[src/rtl/calc_pkg.sv]
// Shared types for the decimal calculator core: command codes, FSM states,
// status codes and the seven-segment digit encoder.
package calc_pkg;

   typedef enum logic [3:0] {
      CMD_ADD = 4'hA,
      CMD_SUB = 4'hB,
      CMD_MUL = 4'hC,
      CMD_DIV = 4'hD,
      CMD_EQ  = 4'hE,
      CMD_BS  = 4'hF
   } cmd_e;

   typedef enum logic [2:0] {
      ST_ENTRY_A = 3'd0,
      ST_OP_WAIT = 3'd1,
      ST_ENTRY_B = 3'd2,
      ST_COMPUTE = 3'd3,
      ST_CONVERT = 3'd4,
      ST_RESULT  = 3'd5,
      ST_ERROR   = 3'd6
   } state_e;

   typedef enum logic [1:0] {
      STAT_READY = 2'b00,
      STAT_BUSY  = 2'b01,
      STAT_ERROR = 2'b10
   } status_e;

   localparam logic [6:0] SEG_BLANK = 7'b0000000;
   localparam logic [6:0] SEG_ZERO  = 7'b0111111;
   localparam logic [6:0] SEG_E     = 7'b1111001;

   // Segment order {g,f,e,d,c,b,a}, active-high.
   function automatic logic [6:0] seg7(input logic [3:0] d);
      logic [6:0] s;
      s = SEG_BLANK;
      case (d)
         4'd0: s = 7'b0111111;
         4'd1: s = 7'b0000110;
         4'd2: s = 7'b1011011;
         4'd3: s = 7'b1001111;
         4'd4: s = 7'b1100110;
         4'd5: s = 7'b1101101;
         4'd6: s = 7'b1111101;
         4'd7: s = 7'b0000111;
         4'd8: s = 7'b1111111;
         4'd9: s = 7'b1101111;
         default: s = SEG_BLANK;
      endcase
      return s;
   endfunction

endpackage

[src/rtl/calc_bin2bcd.sv]
// Iterative shift-add-3 binary to BCD converter; one bit per cycle, done_o
// pulses for one cycle once bcd_o holds the converted value.
module calc_bin2bcd #(
   parameter int VW      = 27,
   parameter int NDIGITS = 8
) (
   input  logic                   clock_i,
   input  logic                   reset_i,
   input  logic                   start_i,
   input  logic [VW-1:0]          bin_i,
   output logic                   done_o,
   output logic [4*NDIGITS-1:0]   bcd_o
);
   localparam int CW = $clog2(VW + 1);

   logic [VW-1:0]        bin_q;
   logic [4*NDIGITS-1:0] bcd_q;
   logic [4*NDIGITS-1:0] bcd_adj;
   logic [CW-1:0]        cnt_q;
   logic                 busy_q;
   logic                 done_q;

   for (genvar gi = 0; gi < NDIGITS; gi++) begin : g_adj
      assign bcd_adj[4*gi +: 4] = (bcd_q[4*gi +: 4] >= 4'd5) ? bcd_q[4*gi +: 4] + 4'd3
                                                              : bcd_q[4*gi +: 4];
   end

   always_ff @(posedge clock_i) begin
      if (reset_i) begin
         bin_q  <= '0;
         bcd_q  <= '0;
         cnt_q  <= '0;
         busy_q <= 1'b0;
         done_q <= 1'b0;
      end else begin
         done_q <= 1'b0;
         if (start_i) begin
            bin_q  <= bin_i;
            bcd_q  <= '0;
            cnt_q  <= CW'(VW);
            busy_q <= 1'b1;
         end else if (busy_q) begin
            bcd_q <= {bcd_adj[4*NDIGITS-2:0], bin_q[VW-1]};
            bin_q <= {bin_q[VW-2:0], 1'b0};
            cnt_q <= cnt_q - CW'(1);
            if (cnt_q == CW'(1)) begin
               busy_q <= 1'b0;
               done_q <= 1'b1;
            end
         end
      end
   end

   assign done_o = done_q;
   assign bcd_o  = bcd_q;

endmodule

[src/rtl/calc_core_p.sv]
// Decimal four-function calculator: keypad command FSM, sequential mul/div
// datapath sharing one bit counter, and seven-segment display formatting.
module calc_core_p
   import calc_pkg::*;
#(
   parameter int NDIGITS = 8
) (
   input  logic                      clock,
   input  logic                      reset,
   input  logic [3:0]                cmd,
   input  logic                      cmd_valid,
   output logic [NDIGITS-1:0][6:0]   displays,
   output logic [1:0]                status,
   output logic [2:0]                state
);
   localparam int VW = $clog2(10**NDIGITS);
   localparam int CW = $clog2(VW);
   localparam logic [VW-1:0] MAXV = VW'(10**NDIGITS - 1);
   localparam logic [VW-1:0] LIM  = VW'(10**(NDIGITS - 1));
   localparam logic [VW-1:0] TEN  = VW'(10);

   state_e state_q, state_d, ret_q, ret_d;
   logic [VW-1:0] entry_q, entry_d, a_q, a_d, b_q, b_d, result_q, result_d;
   logic [3:0] op_q, op_d, nop_q, nop_d;
   logic chain_q, chain_d;
   logic [CW-1:0] cnt_q, cnt_d;
   logic [2*VW-1:0] acc_q, acc_d, mul_nx;
   logic [VW-1:0] rem_q, rem_d, quo_q, quo_d, quo_nx;
   logic [VW:0] sum, rem_sh, rem_nx;
   logic div_ge;
   logic [NDIGITS-1:0][6:0] disp_q, disp_d, fmt;
   logic conv_start, conv_done, fin, fail;
   logic [VW-1:0] conv_val, res_v, digit_v;
   logic [4*NDIGITS-1:0] bcd;
   logic is_digit, is_op;

   assign digit_v  = {{(VW-4){1'b0}}, cmd};
   assign is_digit = (cmd <= 4'd9);
   assign is_op    = (cmd >= CMD_ADD) && (cmd <= CMD_DIV);

   assign sum    = {1'b0, a_q} + {1'b0, b_q};
   assign mul_nx = (acc_q << 1) + (b_q[cnt_q] ? {{VW{1'b0}}, a_q} : '0);
   assign rem_sh = {rem_q, quo_q[VW-1]};
   assign div_ge = (rem_sh >= {1'b0, b_q});
   assign rem_nx = div_ge ? rem_sh - {1'b0, b_q} : rem_sh;
   assign quo_nx = {quo_q[VW-2:0], div_ge};

   calc_bin2bcd #(.VW(VW), .NDIGITS(NDIGITS)) u_bin2bcd (
      .clock_i (clock),
      .reset_i (reset),
      .start_i (conv_start),
      .bin_i   (conv_val),
      .done_o  (conv_done),
      .bcd_o   (bcd)
   );

   // Leading zeros blank; the units digit always shows.
   always_comb begin
      logic lead;
      fmt  = '0;
      lead = 1'b1;
      for (int i = NDIGITS - 1; i >= 0; i--) begin
         if (lead && (bcd[4*i +: 4] == 4'd0) && (i != 0)) begin
            fmt[i] = SEG_BLANK;
         end else begin
            fmt[i] = seg7(bcd[4*i +: 4]);
            lead   = 1'b0;
         end
      end
   end

   always_comb begin
      state_d = state_q;  ret_d = ret_q;
      entry_d = entry_q;  a_d = a_q;  b_d = b_q;  result_d = result_q;
      op_d = op_q;  nop_d = nop_q;  chain_d = chain_q;
      cnt_d = cnt_q;  acc_d = acc_q;  rem_d = rem_q;  quo_d = quo_q;
      disp_d = disp_q;
      conv_start = 1'b0;  conv_val = '0;
      fin = 1'b0;  fail = 1'b0;  res_v = '0;
      case (state_q)
         ST_ENTRY_A, ST_ENTRY_B: if (cmd_valid) begin
            if (is_digit || cmd == CMD_BS) begin
               res_v = (state_q == ST_ENTRY_A) ? entry_q : b_q;
               if (cmd == CMD_BS)    res_v = res_v / TEN;
               else if (res_v < LIM) res_v = res_v * TEN + digit_v;
               if (state_q == ST_ENTRY_A) entry_d = res_v;
               else                       b_d = res_v;
               conv_start = 1'b1;  conv_val = res_v;
               ret_d = state_q;  state_d = ST_CONVERT;
            end else if (state_q == ST_ENTRY_A) begin
               if (is_op) begin
                  op_d = cmd;  a_d = entry_q;  state_d = ST_OP_WAIT;
               end
            end else begin
               // Equals or a chained operator: start the pending operation.
               chain_d = is_op;  nop_d = cmd;
               cnt_d = CW'(VW - 1);  acc_d = '0;  rem_d = '0;  quo_d = a_q;
               state_d = ST_COMPUTE;
            end
         end
         ST_OP_WAIT: if (cmd_valid) begin
            if (is_op) begin
               op_d = cmd;
            end else if (is_digit) begin
               b_d = digit_v;
               conv_start = 1'b1;  conv_val = digit_v;
               ret_d = ST_ENTRY_B;  state_d = ST_CONVERT;
            end
         end
         ST_COMPUTE: begin
            case (op_q)
               CMD_ADD: begin
                  fin = 1'b1;  res_v = sum[VW-1:0];  fail = (sum > {1'b0, MAXV});
               end
               CMD_SUB: begin
                  fin = 1'b1;  res_v = a_q - b_q;  fail = (a_q < b_q);
               end
               CMD_MUL: begin
                  acc_d = mul_nx;  cnt_d = cnt_q - CW'(1);
                  fin   = (cnt_q == '0);
                  res_v = mul_nx[VW-1:0];
                  fail  = (mul_nx > {{VW{1'b0}}, MAXV});
               end
               default: begin
                  rem_d = rem_nx[VW-1:0];  quo_d = quo_nx;  cnt_d = cnt_q - CW'(1);
                  fin   = (cnt_q == '0) || (b_q == '0);
                  fail  = (b_q == '0);
                  res_v = quo_nx;
               end
            endcase
            if (fin && fail) begin
               state_d = ST_ERROR;  chain_d = 1'b0;
               disp_d = '0;  disp_d[0] = SEG_E;
            end else if (fin) begin
               result_d = res_v;
               conv_start = 1'b1;  conv_val = res_v;
               state_d = ST_CONVERT;  ret_d = ST_RESULT;
               if (chain_q) begin
                  a_d = res_v;  op_d = nop_q;  chain_d = 1'b0;  ret_d = ST_OP_WAIT;
               end
            end
         end
         ST_CONVERT: if (conv_done) begin
            disp_d = fmt;  state_d = ret_q;
         end
         ST_RESULT, ST_ERROR: if (cmd_valid) begin
            if (is_op && state_q == ST_RESULT) begin
               op_d = cmd;  a_d = result_q;  state_d = ST_OP_WAIT;
            end else if (is_digit) begin
               entry_d = digit_v;
               conv_start = 1'b1;  conv_val = digit_v;
               ret_d = ST_ENTRY_A;  state_d = ST_CONVERT;
            end
         end
         default: state_d = ST_ENTRY_A;
      endcase
   end

   always_ff @(posedge clock) begin
      if (reset) begin
         state_q <= ST_ENTRY_A;  ret_q <= ST_ENTRY_A;
         entry_q <= '0;  a_q <= '0;  b_q <= '0;  result_q <= '0;
         op_q <= '0;  nop_q <= '0;  chain_q <= 1'b0;
         cnt_q <= '0;  acc_q <= '0;  rem_q <= '0;  quo_q <= '0;
         disp_q    <= '0;
         disp_q[0] <= SEG_ZERO;
      end else begin
         state_q <= state_d;  ret_q <= ret_d;
         entry_q <= entry_d;  a_q <= a_d;  b_q <= b_d;  result_q <= result_d;
         op_q <= op_d;  nop_q <= nop_d;  chain_q <= chain_d;
         cnt_q <= cnt_d;  acc_q <= acc_d;  rem_q <= rem_d;  quo_q <= quo_d;
         disp_q <= disp_d;
      end
   end

   always_comb begin
      case (state_q)
         ST_COMPUTE, ST_CONVERT: status = STAT_BUSY;
         ST_ERROR:               status = STAT_ERROR;
         default:                status = STAT_READY;
      endcase
   end

   assign displays = disp_q;
   assign state    = state_q;

endmodule

[config.mk]
export PLATFORM = sky130hd
export DESIGN_NAME = calc_core_p
export DESIGN_NICKNAME = d
export VERILOG_FILES = /design/src/rtl/calc_pkg.sv /design/src/rtl/calc_bin2bcd.sv /design/src/rtl/calc_core_p.sv
export SDC_FILE = /design/constraint.sdc
export NUM_CORES = 2
export LEC_CHECK = 0
export ABC_AREA = 1
export CAP_MARGIN = 10
export CORE_MARGIN = 4
export CORE_UTILIZATION = 53
export DETAILED_ROUTE_END_ITERATION = 8
export PLACE_DENSITY = 0.7
export SLEW_MARGIN = 20
export SYNTH_ARGS = -nofsm -noshare
export SYNTH_HDL_FRONTEND = slang
export SYNTH_SLANG_ARGS = --single-unit
export TNS_END_PERCENT = 20
[constraint.sdc]
create_clock -name clock -period 10.65 [get_ports clock]
set_input_delay 1.065 -clock clock [delete_from_list [all_inputs] [get_ports clock]]
set_output_delay 1.065 -clock clock [all_outputs]
set_load 0.01 [all_outputs]
==> summary.md <==
| Metric | Value |
|---|---|
| Register bit total from synthesis | approximately 410 |
| Sequential element share of the synthesized area | 0.288 |
| Result of the run | complete, no violations |
| CTS tree | yes |
| Total number of nets in the final design | between 4000 and 5000 |
| CP endpoint kind | flip-flop |
| Total congestion overflow after global routing | 0 |
| Number of design rule violations left after detail routing | 0 |
| Max Freq | 103 MHz |
| Standard-cell rows | 84 |
| Hold Vio Cnt, Final | 0 |
| Clock root buffer | sky130_fd_sc_hd__clkbuf_16 |
| Number of global-route vias before repair | between 20000 and 30000 |
| CTS clk-pin slew, worst paths | approximately 60 ps |
| Ratio of cells with drive above 1 in the final layout | 0.0824 |
| GPL Wtd Cong | around 0.96 |
| Delay of the slowest cell on the worst path | around 530 ps |
| Register area | between 8000 and 9000 um^2 |
| Critical register-to-register path startpoint | b_q[23]$_SDFFE_PP0P_ |
| Mapped Nets | roughly 4500 |
| Hold-fix buffers at CTS | 0 |
| Number of warnings issued by yosys | 0 |
| Number of instances in the synthesized netlist | about 4300 |
| Wire length reported by the detailed router | 86800 um |
| Placed Area | slightly above 30000 um^2 |
| DP Worst Slack | about 830 ps |
| Fraction of registers with async set or reset after synthesis | 0 |
| Fill cells | approximately 5100 |
| Final setup violation count | 0 |
| Instance count along the most critical hold path | 2 |
| Max-cap violation count | 0 |
| Arrival time at the worst endpoint | 10210 ps |
| Wire per inst | 17.2 um |
| Num CTS Buffers | between 40 and 50 |
| Post-synth EDFFs | 0 |
| Number of H-tree branching levels | 2 |
| Master of the slowest instance on the critical path | sky130_fd_sc_hd__dfxtp_1 |
| Share of the clock period used by the worst path | 0.909 |
| Most used cells in the layout excluding fill and tap cells | sky130_fd_sc_hd__nand2_1, sky130_fd_sc_hd__inv_1, sky130_fd_sc_hd__a21oi_1 |
| Global router's overall resource usage | 0.290 |
| Area of the core region | 53100 um^2 |
| Area of combinational cells with multiple inputs | 18000 um^2 |
| Start-to-end type of the worst setup path | reg -> reg |
| Port bufs | 67 |
| Worst Clk Skew | approximately 31 ps |
| HPWL Detailed | about 63000 um |
| Worst-case clock buffer depth | 3 |
| Cell variety after synth | 72 |
| Commonest non-fill, non-tap cell in the layout | sky130_fd_sc_hd__nand2_1 |
| Initial antenna violation count | 0 |
| Via total after detailed routing | around 28000 |
| Number of cells after detailed placement | between 4000 and 5000 |
| Least setup slack across all paths after layout | around 970 ps |
| # clock sinks | 413 |
| First-pass GRT wire length | ~140000 um |
| Floorplan die height | about 240 um |
| Signed area change from the synthesized netlist to the final layout | 11.7% |
| Fin crit period | about 9700 ps |
| Post-synthesis area per instance | ~6.7 um^2 |
| Initial DRT Pass Iterations | 6 |
| Capturing point of the worst reg2reg path | b_q[0]$_SDFFE_PP0P_ |
| Latest clock arrival within the worst-skew pair | slightly above 600 ps |
| R2r worst-path depth | 93 |
| Area of all placed cells without fillers | between 30000 and 40000 um^2 |
| Register-to-register setup slack | 970 ps |
| First-iteration detailed-routing DRC count | 2506 |
| Dominant cell type by count on the critical path | sky130_fd_sc_hd__nand2_2 |
| Final non-filler cell total | between 5000 and 6000 |
| Slew at the pin closest to its max-slew limit | between 1000 and 1500 ps |
| Synth Cell Area | roughly 29000 um^2 |
| Relative max-transition margin | 0.262 |
| Count of nets left with antenna violations after detail routing | 0 |
| DIE AREA | approximately 58000 um^2 |
| Horizontal extent of the die | 241 um |
| Initial core utilization | 0.540 |
| Final-report max-slew violation count | 0 |
| Pin count of the biggest net entering global routing | around 100 |
| Worst-path fanout max | 6 |
| Class of the worst hold path | reg -> reg |
| Primary flip-flop cell chosen by synthesis mapping | sky130_fd_sc_hd__dfxtp_1 |
| Per-cell via count in the routed design | 5.64 |
| I/O pin cnt | 68 |
| Worst Setup Start Kind | flip-flop |
| Final antenna diode count | 0 |
| Min-Delay Endpoint | displays[14]$_SDFFE_PP0P_ |
| Critical Path RT | around 11000 ps |
-- worst max-delay path: cells and delay by family (launching register included) --
family / cells / cell delay (ps)
simple gates: 76 / 7060
flops: 1 / 530
buf+inv: 10 / 1000
compound gates: 7 / 990
-- routing by layer --
layer,global-route usage,part of all wire
met5,0,0
met3,0.0448,0.066
met4,0.100,0.037
met2,0.488,0.46
met1,0.382,0.44
-- per-stage QoR --
stage           util  setup TNS (ps)  hold WS, ps
4_1_cts        0.599               0          455
3_3_place_gp   0.569               0          439
2_1_floorplan      -               0          430
5_1_grt        0.603            -278          468
3_5_place_dp   0.569               0          446
6_report       0.603               0          450
-- cell type report --
cell class | count | share of cell area
Clock buffer | 71 | 0.0449
Clock inverter | 12 | 0.00473
Inverter | 492 | 0.0581
Multi-Input combinational cell | 3191 | 0.561
Sequential cell | 413 | 0.259
Tap cell | 688 | 0.0269
Timing Repair Buffer | 167 | 0.0461
-- cell usage after synthesis, types with 4 or more instances --
cell | number | area share
sky130_fd_sc_hd__nand2_1 | 1001 | 0.13
sky130_fd_sc_hd__buf_6 | 4 | 0.0016
sky130_fd_sc_hd__clkbuf_1 | 144 | 0.019
sky130_fd_sc_hd__xor2_1 | 103 | 0.031
sky130_fd_sc_hd__nand3_1 | 212 | 0.037
sky130_fd_sc_hd__nor2_1 | 274 | 0.036
sky130_fd_sc_hd__fa_1 | 6 | 0.0042
sky130_fd_sc_hd__a21oi_1 | 459 | 0.080
sky130_fd_sc_hd__a2bb2oi_1 | 4 | 0.0012
sky130_fd_sc_hd__a41oi_1 | 15 | 0.0046
sky130_fd_sc_hd__o21ai_2 | 4 | 0.0012
sky130_fd_sc_hd__nand2_4 | 9 | 0.0035
sky130_fd_sc_hd__inv_2 | 16 | 0.0021
sky130_fd_sc_hd__nand3_2 | 15 | 0.0052
sky130_fd_sc_hd__o22ai_1 | 8 | 0.0017
sky130_fd_sc_hd__a2111oi_0 | 4 | 0.0012
sky130_fd_sc_hd__nand2_2 | 58 | 0.013
sky130_fd_sc_hd__xnor2_1 | 42 | 0.013
sky130_fd_sc_hd__o221ai_1 | 5 | 0.0015
sky130_fd_sc_hd__ha_1 | 228 | 0.099
sky130_fd_sc_hd__buf_1 | 9 | 0.0012
sky130_fd_sc_hd__o21bai_1 | 12 | 0.0031
sky130_fd_sc_hd__o21a_1 | 9 | 0.0024
sky130_fd_sc_hd__o31ai_1 | 18 | 0.0047
sky130_fd_sc_hd__a21o_1 | 12 | 0.0031
sky130_fd_sc_hd__nor4_1 | 13 | 0.0028
sky130_fd_sc_hd__buf_2 | 5 | 0.00087
sky130_fd_sc_hd__clkinv_1 | 8 | 0.0010
sky130_fd_sc_hd__o211ai_1 | 61 | 0.016
sky130_fd_sc_hd__dfxtp_1 | 413 | 0.29
sky130_fd_sc_hd__o21ai_0 | 343 | 0.060
sky130_fd_sc_hd__o2111ai_1 | 10 | 0.0031
sky130_fd_sc_hd__inv_1 | 464 | 0.061
sky130_fd_sc_hd__nor3_1 | 29 | 0.0051
sky130_fd_sc_hd__nand3b_1 | 4 | 0.0010
sky130_fd_sc_hd__o21ai_1 | 22 | 0.0038
sky130_fd_sc_hd__a22oi_1 | 30 | 0.0079
sky130_fd_sc_hd__buf_4 | 4 | 0.0010
sky130_fd_sc_hd__a31oi_1 | 51 | 0.011
sky130_fd_sc_hd__a221oi_1 | 5 | 0.0015
sky130_fd_sc_hd__a211oi_1 | 11 | 0.0029
sky130_fd_sc_hd__nand4_1 | 43 | 0.0094
sky130_fd_sc_hd__or2_2 | 30 | 0.0065
-- cells by family (layout without fill, tap and decap cells) --
| logic type | after synthesis | in the layout | synth area share |
|---|---|---|---|
| XOR/XNOR | 145 | 145 | 0.0443 |
| AND/OR/NAND/NOR | 1703 | 1705 | 0.255 |
| adder cells (fa/ha/maj) | 234 | 234 | 0.104 |
| buffers and inverters | 662 | 742 | 0.0895 |
| multiplexers | 1 | 1 | 0.000393 |
| AO/OA/AOI/OAI | 1106 | 1106 | 0.219 |
| flip-flops | 413 | 413 | 0.288 |
-- worst max path at each step --
stage,start,endpoint,cells past startpoint
final,b_q[23]$_SDFFE_PP0P_,b_q[0]$_SDFFE_PP0P_,93
after global routing,b_q[23]$_SDFFE_PP0P_,b_q[0]$_SDFFE_PP0P_,95
after CTS,state[2]$_SDFFE_PP0P_,b_q[0]$_SDFFE_PP0P_,97
after detailed placement,state[2]$_SDFFE_PP0P_,b_q[0]$_SDFFE_PP0P_,97
after global placement,state[2]$_SDFFE_PP0P_,b_q[0]$_SDFFE_PP0P_,99
after floorplan,state[2]$_SDFFE_PP0P_,b_q[0]$_SDFFE_PP0P_,100
-- what timing repair did --
item	4_1_cts	5_1_grt
setup buffers	0	17
gates resized for setup	0	22
setup endpoints to repair	0	10
Power is not shown: default switching activity piles up to over one toggle a cycle in this logic, so the estimate is an artifact.
